===== src/rtl/fifo_ctrl.sv =====
// fifo_ctrl: pointer and flag controller for an 8-entry dual-port FIFO memory.
// The memory is a passive array; this block owns the write/read enables and
// addresses, the occupancy count, the full/empty/almost flags, a read-valid
// strobe aligned with the memory's registered data_out, and a sticky error flag.
//
// Ports:
//   clk           single clock, rising edge
//   reset_L       synchronous active-low reset
//   push, pop     write / read requests
//   af_th, ae_th  almost-full (1..DEPTH) and almost-empty (0..DEPTH-1) thresholds
//   wr_en, wr_ptr memory write enable and address
//   rd_en, rd_ptr memory read enable and address
//   valid_out     memory data_out holds a popped word this cycle
//   count         occupancy 0..DEPTH
//   full, empty, almost_full, almost_empty  occupancy flags
//   error         sticky overflow/underflow, cleared only by reset
module fifo_ctrl #(
    parameter int unsigned DATA_W = 10,
    parameter int unsigned ADDR_W = 3
) (
    input  logic              clk,
    input  logic              reset_L,
    input  logic              push,
    input  logic              pop,
    input  logic [ADDR_W:0]   af_th,
    input  logic [ADDR_W:0]   ae_th,
    output logic              wr_en,
    output logic [ADDR_W-1:0] wr_ptr,
    output logic              rd_en,
    output logic [ADDR_W-1:0] rd_ptr,
    output logic              valid_out,
    output logic [ADDR_W:0]   count,
    output logic              full,
    output logic              empty,
    output logic              almost_full,
    output logic              almost_empty,
    output logic              error
);

    localparam int unsigned DEPTH = 2 ** ADDR_W;
    localparam logic [ADDR_W:0]   DepthCnt = (ADDR_W + 1)'(DEPTH);
    localparam logic [ADDR_W:0]   CntOne   = (ADDR_W + 1)'(1);
    localparam logic [ADDR_W-1:0] PtrOne   = ADDR_W'(1);

    // The data path lives in the attached memory; DATA_W only has to be sane.
    if (DATA_W == 0) begin : g_bad_data_w
        $error("fifo_ctrl: DATA_W must be nonzero");
    end

    logic [ADDR_W-1:0] wr_ptr_q, wr_ptr_d;
    logic [ADDR_W-1:0] rd_ptr_q, rd_ptr_d;
    logic [ADDR_W:0]   count_q, count_d;
    logic              valid_q, valid_d;
    logic              error_q, error_d;
    logic              push_ok, pop_ok;

    // Flags depend only on registered count and the thresholds, never on push/pop.
    always_comb begin
        full         = (count_q == DepthCnt);
        empty        = (count_q == '0);
        almost_full  = (count_q >= af_th);
        almost_empty = (count_q <= ae_th);
    end

    // Accept decisions use this cycle's registered flags, so a push into a full
    // FIFO is rejected even if a simultaneous pop frees a slot.
    always_comb begin
        push_ok = push & ~full & reset_L;
        pop_ok  = pop & ~empty & reset_L;
    end

    always_comb begin
        wr_ptr_d = wr_ptr_q;
        rd_ptr_d = rd_ptr_q;
        count_d  = count_q;
        if (push_ok) begin
            wr_ptr_d = wr_ptr_q + PtrOne;
        end
        if (pop_ok) begin
            rd_ptr_d = rd_ptr_q + PtrOne;
        end
        case ({push_ok, pop_ok})
            2'b10:   count_d = count_q + CntOne;
            2'b01:   count_d = count_q - CntOne;
            default: count_d = count_q;
        endcase
        // Memory registers the read word on the pop edge, so valid trails by one.
        valid_d = pop_ok;
        error_d = error_q | (push & full) | (pop & empty);
    end

    always_ff @(posedge clk) begin
        if (!reset_L) begin
            wr_ptr_q <= '0;
            rd_ptr_q <= '0;
            count_q  <= '0;
            valid_q  <= 1'b0;
            error_q  <= 1'b0;
        end else begin
            wr_ptr_q <= wr_ptr_d;
            rd_ptr_q <= rd_ptr_d;
            count_q  <= count_d;
            valid_q  <= valid_d;
            error_q  <= error_d;
        end
    end

    always_comb begin
        wr_en     = push_ok;
        rd_en     = pop_ok;
        wr_ptr    = wr_ptr_q;
        rd_ptr    = rd_ptr_q;
        count     = count_q;
        valid_out = valid_q;
        error     = error_q;
    end

endmodule

===== config.mk =====
export PLATFORM = sky130hd
export DESIGN_NAME = fifo_ctrl
export DESIGN_NICKNAME = d
export VERILOG_FILES = /design/src/rtl/fifo_ctrl.sv
export SDC_FILE = /design/constraint.sdc
export NUM_CORES = 1
export LEC_CHECK = 0
export CAP_MARGIN = 5
export CORE_ASPECT_RATIO = 1.4
export CORE_MARGIN = 2
export CORE_UTILIZATION = 45
export CTS_BUF_LIST = sky130_fd_sc_hd__clkbuf_2
export DETAILED_ROUTE_END_ITERATION = 6
export GPL_TIMING_DRIVEN = 0
export PLACE_DENSITY_LB_ADDON = 0.2
export SYNTH_ARGS = -nofsm -noshare
export SYNTH_HDL_FRONTEND = slang
export SYNTH_SLANG_ARGS = --single-unit

===== constraint.sdc =====
create_clock -name clk -period 3.6 [get_ports clk]
set_clock_uncertainty 0.2 [all_clocks]
set_input_delay 0.72 -clock clk [delete_from_list [all_inputs] [get_ports clk]]
set_output_delay 0.72 -clock clk [all_outputs]
set_load 0.005 [all_outputs]

# [Yosys cells after proc, flatten, opt, wreduce, memory -nomap -nowiden]
# Cells that the tools add are included.
[word_totals] ff_bits=12 inputBits=12 out_inout_bits=18 word_cells=27
[classes] n_addsub=4 n_lt_le_gt_ge=2 eq_ne=3 n_mux=1 n_bitwise=10 reduce_logical=2
[ops] cell="one-hot mux 4 bit (2 select lines)" n=1
[ops] cell="adder 3 x 1 -> 3 bit (second input constant)" n=2
[ops] cell="AND 1 bit" n=6
[ops] cell="adder 4 x 1 -> 4 bit (second input constant)" n=1
[ops] cell="== test 4 bit (second input constant)" n=1
[ops] cell="greater-or-equal comparator 4 bit" n=1
[ops] cell="<= comparator 4 bit" n=1
[ops] cell="logical NOT 4 bit" n=1
[ops] cell="subtractor 4 x 1 -> 4 bit (second input constant)" n=1
[ops] cell="== test 2 x 1 -> 1 bit (second input constant)" n=1
[ops] cell="== test 2 bit (second input constant)" n=1
[ops] cell="NOT 1 bit" n=2
[ops] cell="OR 1 bit" n=2
[ops] cell="nonzero test 2 bit" n=1

# [Depth between registers and ports, before layout]
# Gate-level depths: netlist of run 1.
[logic_depth] ltp_word=6 ltp_mapped=10 mapped_depth_nobuf=9

# [Worst setup path before layout of run 1]
# No wires, ideal clock.
[synth_timing] path_kind="register to register" start="register count_q[3] (netlist: count[3])" end="register count_q[3] (netlist: count[3])" setup_ns=0.072 arrival_ns=2.463 t_required_ns=3.328 setup_slack_ns=0.865 stages_incl_launch_ff=11 synth_period_minus_slack_ns=2.735 path_cell_list="dfxtp_1 or4b_4 and3_4 buf_6 inv_1 ha_1 ha_1 a21o_2 a21oi_1 mux2i_1 mux2i_1"
[synth_via] elab_chain_cells=6
[synth_lines] element="start: declaration" line_no="52" text="logic [ADDR_W:0] count_q, count_d;"
[synth_lines] element="start signal: assignment" line_no="102" text="count_q <= count_d;"
[synth_lines] element="== test 4 bit (*)" line_no="59" text="full = (count_q == DepthCnt);"
[synth_lines] element="NOT 1 bit (*)" line_no="68" text="push_ok = push & ~full & reset_L;"
[synth_lines] element="AND 1 bit (*) (2 in series)" line_no="68"
[synth_lines] element="named net wr_en" line_no="27" text="output logic wr_en,"
[synth_lines] element="== test 2 x 1 -> 1 bit or == test 2 bit (tied branches)" line_no="82" text="case ({push_ok, pop_ok})"
[synth_lines] element="one-hot mux 4 bit (2 select lines) or nonzero test 2 bit (tied branches)"
# Mark *: on every way through the listed nets, which the timed path passes. The rest lies on a longest branch.
# A chain may end at the register's enable or synchronous reset.

# [Final worst setup path of run 1]
[layout_timing] start="input port af_th[0]" end="output port almost_full"
[layout_via] elab_chain_cells=1
[layout_lines] element="start: declaration" line_no="25" text="input logic [ADDR_W:0] af_th,"
[layout_lines] element="greater-or-equal comparator 4 bit" line_no="61" text="almost_full = (count_q >= af_th);"
[layout_lines] element="end: declaration" line_no="35" text="output logic almost_full,"
# No other way between the ends.

==> results.tsv, run 1 <==
metric	value	unit
layout cells sized above 1	0.08000	
vias in the first global route	728	
clk_lat worst skew	0.27	ns
share of total power in the clock network	0.187	
CP Class	primary input to primary output	
cts bufs inserted	3	
Final ANT Viol Nets	0	
io pins	30	
Synth Area per Inst	9.044	um2
largest net degree at the start of global routing	11	
outcome	finished clean	
register bit total from synthesis	12	
1st-pass router iterations	1	
GRT overflow	0	
hold path depth	2	
worst hold endpoint	wr_ptr[1]$_SDFFE_PN0P_	
MaxCap Viol Count	0	
Int Power	0.2591	mW
Worst EP arrival	2.50	ns
die area	0.002214	mm2
CTS tree	yes	
Die Span Y	54.88	um
fin crit share	0.9513	
# diodes	0	
initial antenna violation count	0	
nets	152	
FF-to-FF path depth	10	
mapped cell area	832.0	um2
area of the core	0.001757	mm2
CTS max path bufs	2	
VDD IR-drop max	0.1675	mV
synth warn	0	
DR vias	747	
WL/cell	11.12	um
R2R Setup Slk	0.62	ns
Psw	0.1120	mW
unrepaired setup endpoints after global routing	false	
vias per cell	5.152	
Root Driver	clkbuf_2	
Final Max Slew Viols	0	
register share of total power	0.435	
register area share after synthesis	0.2887	
library cells used by synthesis	27	
startpoint types	primary input	
Critical Path RT	2.68	ns
row count	18	
Worst Hold Class	register to register	
worst r2r dst	count[3]$_SDFFE_PN0P_	
switching part of the total	0.3017	
commonest non-fill, non-tap cell in the layout	clkdlybuf4s50_1	
Worst Tran Pin Value	0.3757	ns
Syn Nets	118	
setup ws final	0.1753	ns
Worst slew margin	0.7495	
htree depth	1	
clock transition at the registers of the reported paths	0.13	ns
CTS resizes	0	
post-detail-place hpwl	1.295	mm
Sink Count	12	
f_max	0.2920	GHz
# Post-CTS Setup Buffers	0	
final hold vios	0	
drt drc	0	
global routing usage on met2	0.3201	
static leakage	0.5781	nW
number of port buffers	29	
Total GRT Usage	0.1835	
Area Growth Syn to Fin	40.45	%
min Tclk post-route	3.425	ns
cts hold-fix bufs	0	
GR Util met3	0.03252	
hold path start	wr_ptr[1]$_SDFFE_PN0P_	
Initial Utilization	0.4736	
FF-to-FF Start	count[3]$_SDFFE_PN0P_	
Syn Inst Count	92	
WL final	1.613	mm
die span in x	40.34	um
crit path capture type	primary output	
busiest grt layer	met2	
first-pass GRT wire length	2.766	mm
gpl congestion	0.7550	
setup TNS	0	ns
PwrDens	317.5	mW/mm2
most frequent cells in the layout	clkdlybuf4s50_1 (28), ha_1 (13), inv_1 (12), nand2_1 (12), dfxtp_1 (12)	
GR Util met1	0.1920	
First DRT Iteration DRCs	0	
final setup vio count	0	
DP Worst Slack	0.03112	ns
Critical Path Fanout Max	1	
Logic pwr share	0.378	
[metal layers]
metal / up-vias / part of all wire
li1: 374 / -
met1: 346 / 0.41
met2: 25 / 0.51
met3: 2 / 0.058
met4: 0 / 0.017
met5: - / 0
[worst max path at each step]
stage                                     start                     to  cells after the start
final                                  af_th[0]            almost_full                      7
after global routing                   af_th[0]            almost_full                      7
after CTS                              ae_th[1]           almost_empty                      8
after detailed placement               ae_th[1]           almost_empty                      8
after global placement                 ae_th[1]           almost_empty                      8
after floorplan           count[3]$_SDFFE_PN0P_  count[3]$_SDFFE_PN0P_                     10
[flip-flops by register name, indices dropped and copies added (netlist names)]
signal     count
count          4
rd_ptr         3
wr_ptr         3
valid_out      1
error          1
[area by class of cell]
class                      count  area, um2
fill                         159      588.1
multi-input combinational     66      531.8
timing repair buffer          29      292.8
sequential                    12      240.2
inverter                      12      45.04
tap                           20      25.02
clock buffer                   3      15.01
buffer                         2      15.01
clock inverter                 1      3.754
[synth_stat cells, drive strengths merged]
cell	count	area, um2
ha	13	162.7
nand2	13	56.30
dfxtp	12	240.2
inv	12	45.04
and2	5	31.28
mux2i	5	50.05
o21ai	5	25.02
a21o	4	31.28
and3	3	28.78
o21a	3	22.52
xnor2	3	26.28
nand2b	2	12.51
nor2	2	7.510
a21oi	1	5.000
buf	1	11.26
clkbuf	1	3.750
fa	1	20.02
nand4	1	6.260
nor2b	1	6.260
nor4	1	6.260
or4	1	11.26
or4b	1	13.76
xor2	1	8.760
[cells by family (layout without fill, tap and decap cells)]
family | count (synthesis) | in the layout | share of synthesized area
compound gates | 13 | 13 | 0.1007
simple gates | 30 | 30 | 0.2166
buf+inv | 14 | 47 | 0.07217
mux | 5 | 5 | 0.06015
flops | 12 | 12 | 0.2887
fa+ha+maj | 14 | 14 | 0.2196
xor+xnor | 4 | 4 | 0.04211
[worst max-delay path, stage by stage]
cell	delay [ns]
clkdlybuf4s50_1	0.41
ha_1	0.28
nand2b_1	0.14
a21o_1	0.18
a21o_1	0.17
a21o_1	0.17
clkdlybuf4s50_1	0.43
[power by group through the flow]
stage | logic [mW] | clock network [mW] | registers [mW]
after detailed placement | 0.143 | 0 | 0.165
after global routing | 0.159 | 0.0756 | 0.164
after global placement | 0.138 | 0 | 0.164
after floorplan | 0.0759 | 0 | 0.163
after CTS | 0.143 | 0.0707 | 0.162
final | 0.140 | 0.0695 | 0.161
[per-stage QoR]
stage | utilization | area (um2) | hold slack, ns | std cells | power, mW
after floorplan | - | 832.0 | 0.2526 | 92 | 0.2387
after global placement | 0.6531 | 1147 | 0.2456 | 141 | 0.3025
after global routing | 0.6652 | 1169 | 0.3045 | 145 | 0.3983
after CTS | 0.6638 | 1166 | 0.2780 | 145 | 0.3753
final | 0.6652 | 1169 | 0.2750 | 145 | 0.3711
after detailed placement | 0.6531 | 1147 | 0.2545 | 141 | 0.3075
(Power assumes the default switching activity.)
==> run 2: changes to the inputs <==
--- a/config.mk
+++ b/config.mk
@@ -13,6 +13,7 @@
 export DETAILED_ROUTE_END_ITERATION = 6
 export GPL_TIMING_DRIVEN = 0
 export PLACE_DENSITY_LB_ADDON = 0.2
+export REMOVE_ABC_BUFFERS = 1
 export SYNTH_ARGS = -nofsm -noshare
 export SYNTH_HDL_FRONTEND = slang
 export SYNTH_SLANG_ARGS = --single-unit
==> constraint.sdc (replaced) <==
create_clock -name clk -period 3.65 [get_ports clk]
set_clock_uncertainty 0.2 [all_clocks]
set_input_delay 0.73 -clock clk [delete_from_list [all_inputs] [get_ports clk]]
set_output_delay 0.73 -clock clk [all_outputs]
set_load 0.005 [all_outputs]
==> run 2 against run 1 <==
Against the previous run: via count is 4.1% lower; sequential share of layout area is 0.27 points higher; worst setup slack better by 0.070 ns; cell area is 1.3% lower; critical endpoint unchanged; largest cell class unchanged; utilization is 0.85 points lower.
==> results.tsv, run 2 (synthesis results as in run 1) <==
metric	value	unit
outcome	finished clean	
Critical Path Fanout Max	1	
f_max	0.2937	GHz
clk_lat worst skew	0.25	ns
setup TNS	0	ns
number of flip-flops in the largest register	4	
most used cell, CP	a21o_1	
max incr delay on CP	0.43	ns
static leakage	0.5708	nW
Multi-input gate area	531.8	um2
fin crit share	0.9328	
cts bufs inserted	3	
Sink Count	12	
crit path capture type	primary output	
Area Growth Syn to Fin	38.65	%
first-pass GRT wire length	2.601	mm
Initial Utilization	0.4736	
commonest non-fill, non-tap cell in the layout	clkdlybuf4s50_1	
CTS tree	yes	
PwrDens	312.0	mW/mm2
startpoint types	primary input	
Total GRT Usage	0.1753	
cts hold-fix bufs	0	
most frequent cells in the layout	clkdlybuf4s50_1 (28), ha_1 (13), inv_1 (12), nand2_1 (12), dfxtp_1 (12)	
io pins	30	
slowest CP cell	clkdlybuf4s50_1	
DR vias	716	
die area	0.002214	mm2
Worst path top cell family by delay	buffers and inverters	
Int Power	0.2540	mW
WL/cell	11.03	um
initial antenna violation count	0	
unrepaired setup endpoints after global routing	false	
final hold vios	0	
GRT overflow	0	
1st-pass router iterations	4	
Worst Hold Class	register to register	
setup ws final	0.2452	ns
share of total power in the clock network	0.180	
htree depth	1	
# diodes	0	
vias in the first global route	672	
nets	150	
First DRT Iteration DRCs	1	
number of port buffers	29	
CP Class	primary input to primary output	
Final Max Slew Viols	0	
Worst EP arrival	2.47	ns
Die Span Y	54.88	um
Root Driver	clkbuf_2	
min Tclk post-route	3.405	ns
row count	18	
Critical Path RT	2.72	ns
final setup vio count	0	
fillers	166	
Worst Tran Pin Value	0.4648	ns
layout cells sized above 1	0.07317	
register share of total power	0.442	
Psw	0.1059	mW
VDD IR-drop max	0.1734	mV
Worst slew margin	0.6892	
clock transition at the registers of the reported paths	0.11	ns
Seq. cell area	240.2	um2
vias per cell	5.007	
MaxCap Viol Count	0	
largest net degree at the start of global routing	16	
die span in x	40.34	um
gpl congestion	0.7628	
Logic pwr share	0.378	
drt drc	0	
worst path cell trace	clkdlybuf4s50_1 -> ha_1 -> nand2b_1 -> a21o_1 -> a21o_1 -> a21o_1 -> clkdlybuf4s50_1	
post-detail-place hpwl	1.210	mm
switching part of the total	0.2942	
DP Worst Slack	0.1140	ns
Final ANT Viol Nets	0	
crit path buf inv count	2	
WL final	1.577	mm
area of the core	0.001757	mm2
CTS max path bufs	2	
-- run 2: cell count changes in the layout (fill, tap and decap cells not counted), sizes merged --
cell / delta
buf: -1
clkbuf: -1
-- run 2: routing by layer --
metal / wire [um] / vias to the layer above / GRT usage
li1: - / 367 / -
met1: 673 / 319 / 0.1716
met2: 783 / 28 / 0.3175
met3: 93 / 2 / 0.02846
met4: 27 / 0 / 0.1167
met5: 0 / - / 0
-- run 2: area by class of cell --
cell class,instances,area share
Timing Repair Buffer,29,0.2538
Inverter,12,0.03905
Clock buffer,3,0.01302
Sequential cell,12,0.2082
Clock inverter,1,0.003254
Multi-Input combinational cell,66,0.4610
Tap cell,20,0.02169
-- run 2: through the flow --
step,instance area (um2),cells,utilization,power (mW),hold slack (ns)
global placement,1132,139,0.6446,0.2966,0.2442
global route,1154,143,0.6567,0.3885,0.3037
CTS,1151,143,0.6553,0.3668,0.2770
floorplan,817.0,90,-,0.2331,0.2526
finish,1154,143,0.6567,0.3599,0.2727
detailed placement,1132,139,0.6446,0.3003,0.2539
-- run 2: power groups by stage --
| stage | logic [mW] | clock network, mW | registers [mW] |
|---|---|---|---|
| 2_1_floorplan | 0.0725 | 0 | 0.161 |
| 5_1_grt | 0.155 | 0.0718 | 0.162 |
| 6_report | 0.136 | 0.0649 | 0.159 |
| 3_3_place_gp | 0.135 | 0 | 0.162 |
| 4_1_cts | 0.139 | 0.0686 | 0.160 |
| 3_5_place_dp | 0.138 | 0 | 0.163 |
-- run 2: final timing paths --
path | to | slack (ns) | from | cells after the start
max | almost_full | 0.25 | af_th[0] | 7
min | rd_ptr[2]$_SDFFE_PN0P_ | 0.27 | rd_ptr[2]$_SDFFE_PN0P_ | 1
max reg2reg | count[3]$_SDFFE_PN0P_ | 0.74 | count[3]$_SDFFE_PN0P_ | 9
min reg2reg | rd_ptr[2]$_SDFFE_PN0P_ | 0.27 | rd_ptr[2]$_SDFFE_PN0P_ | 1
-- run 2: what timing repair did --
item                       CTS  global route
setup endpoints to repair    0             1
resized for setup            0             1
buffers inserted             0             0
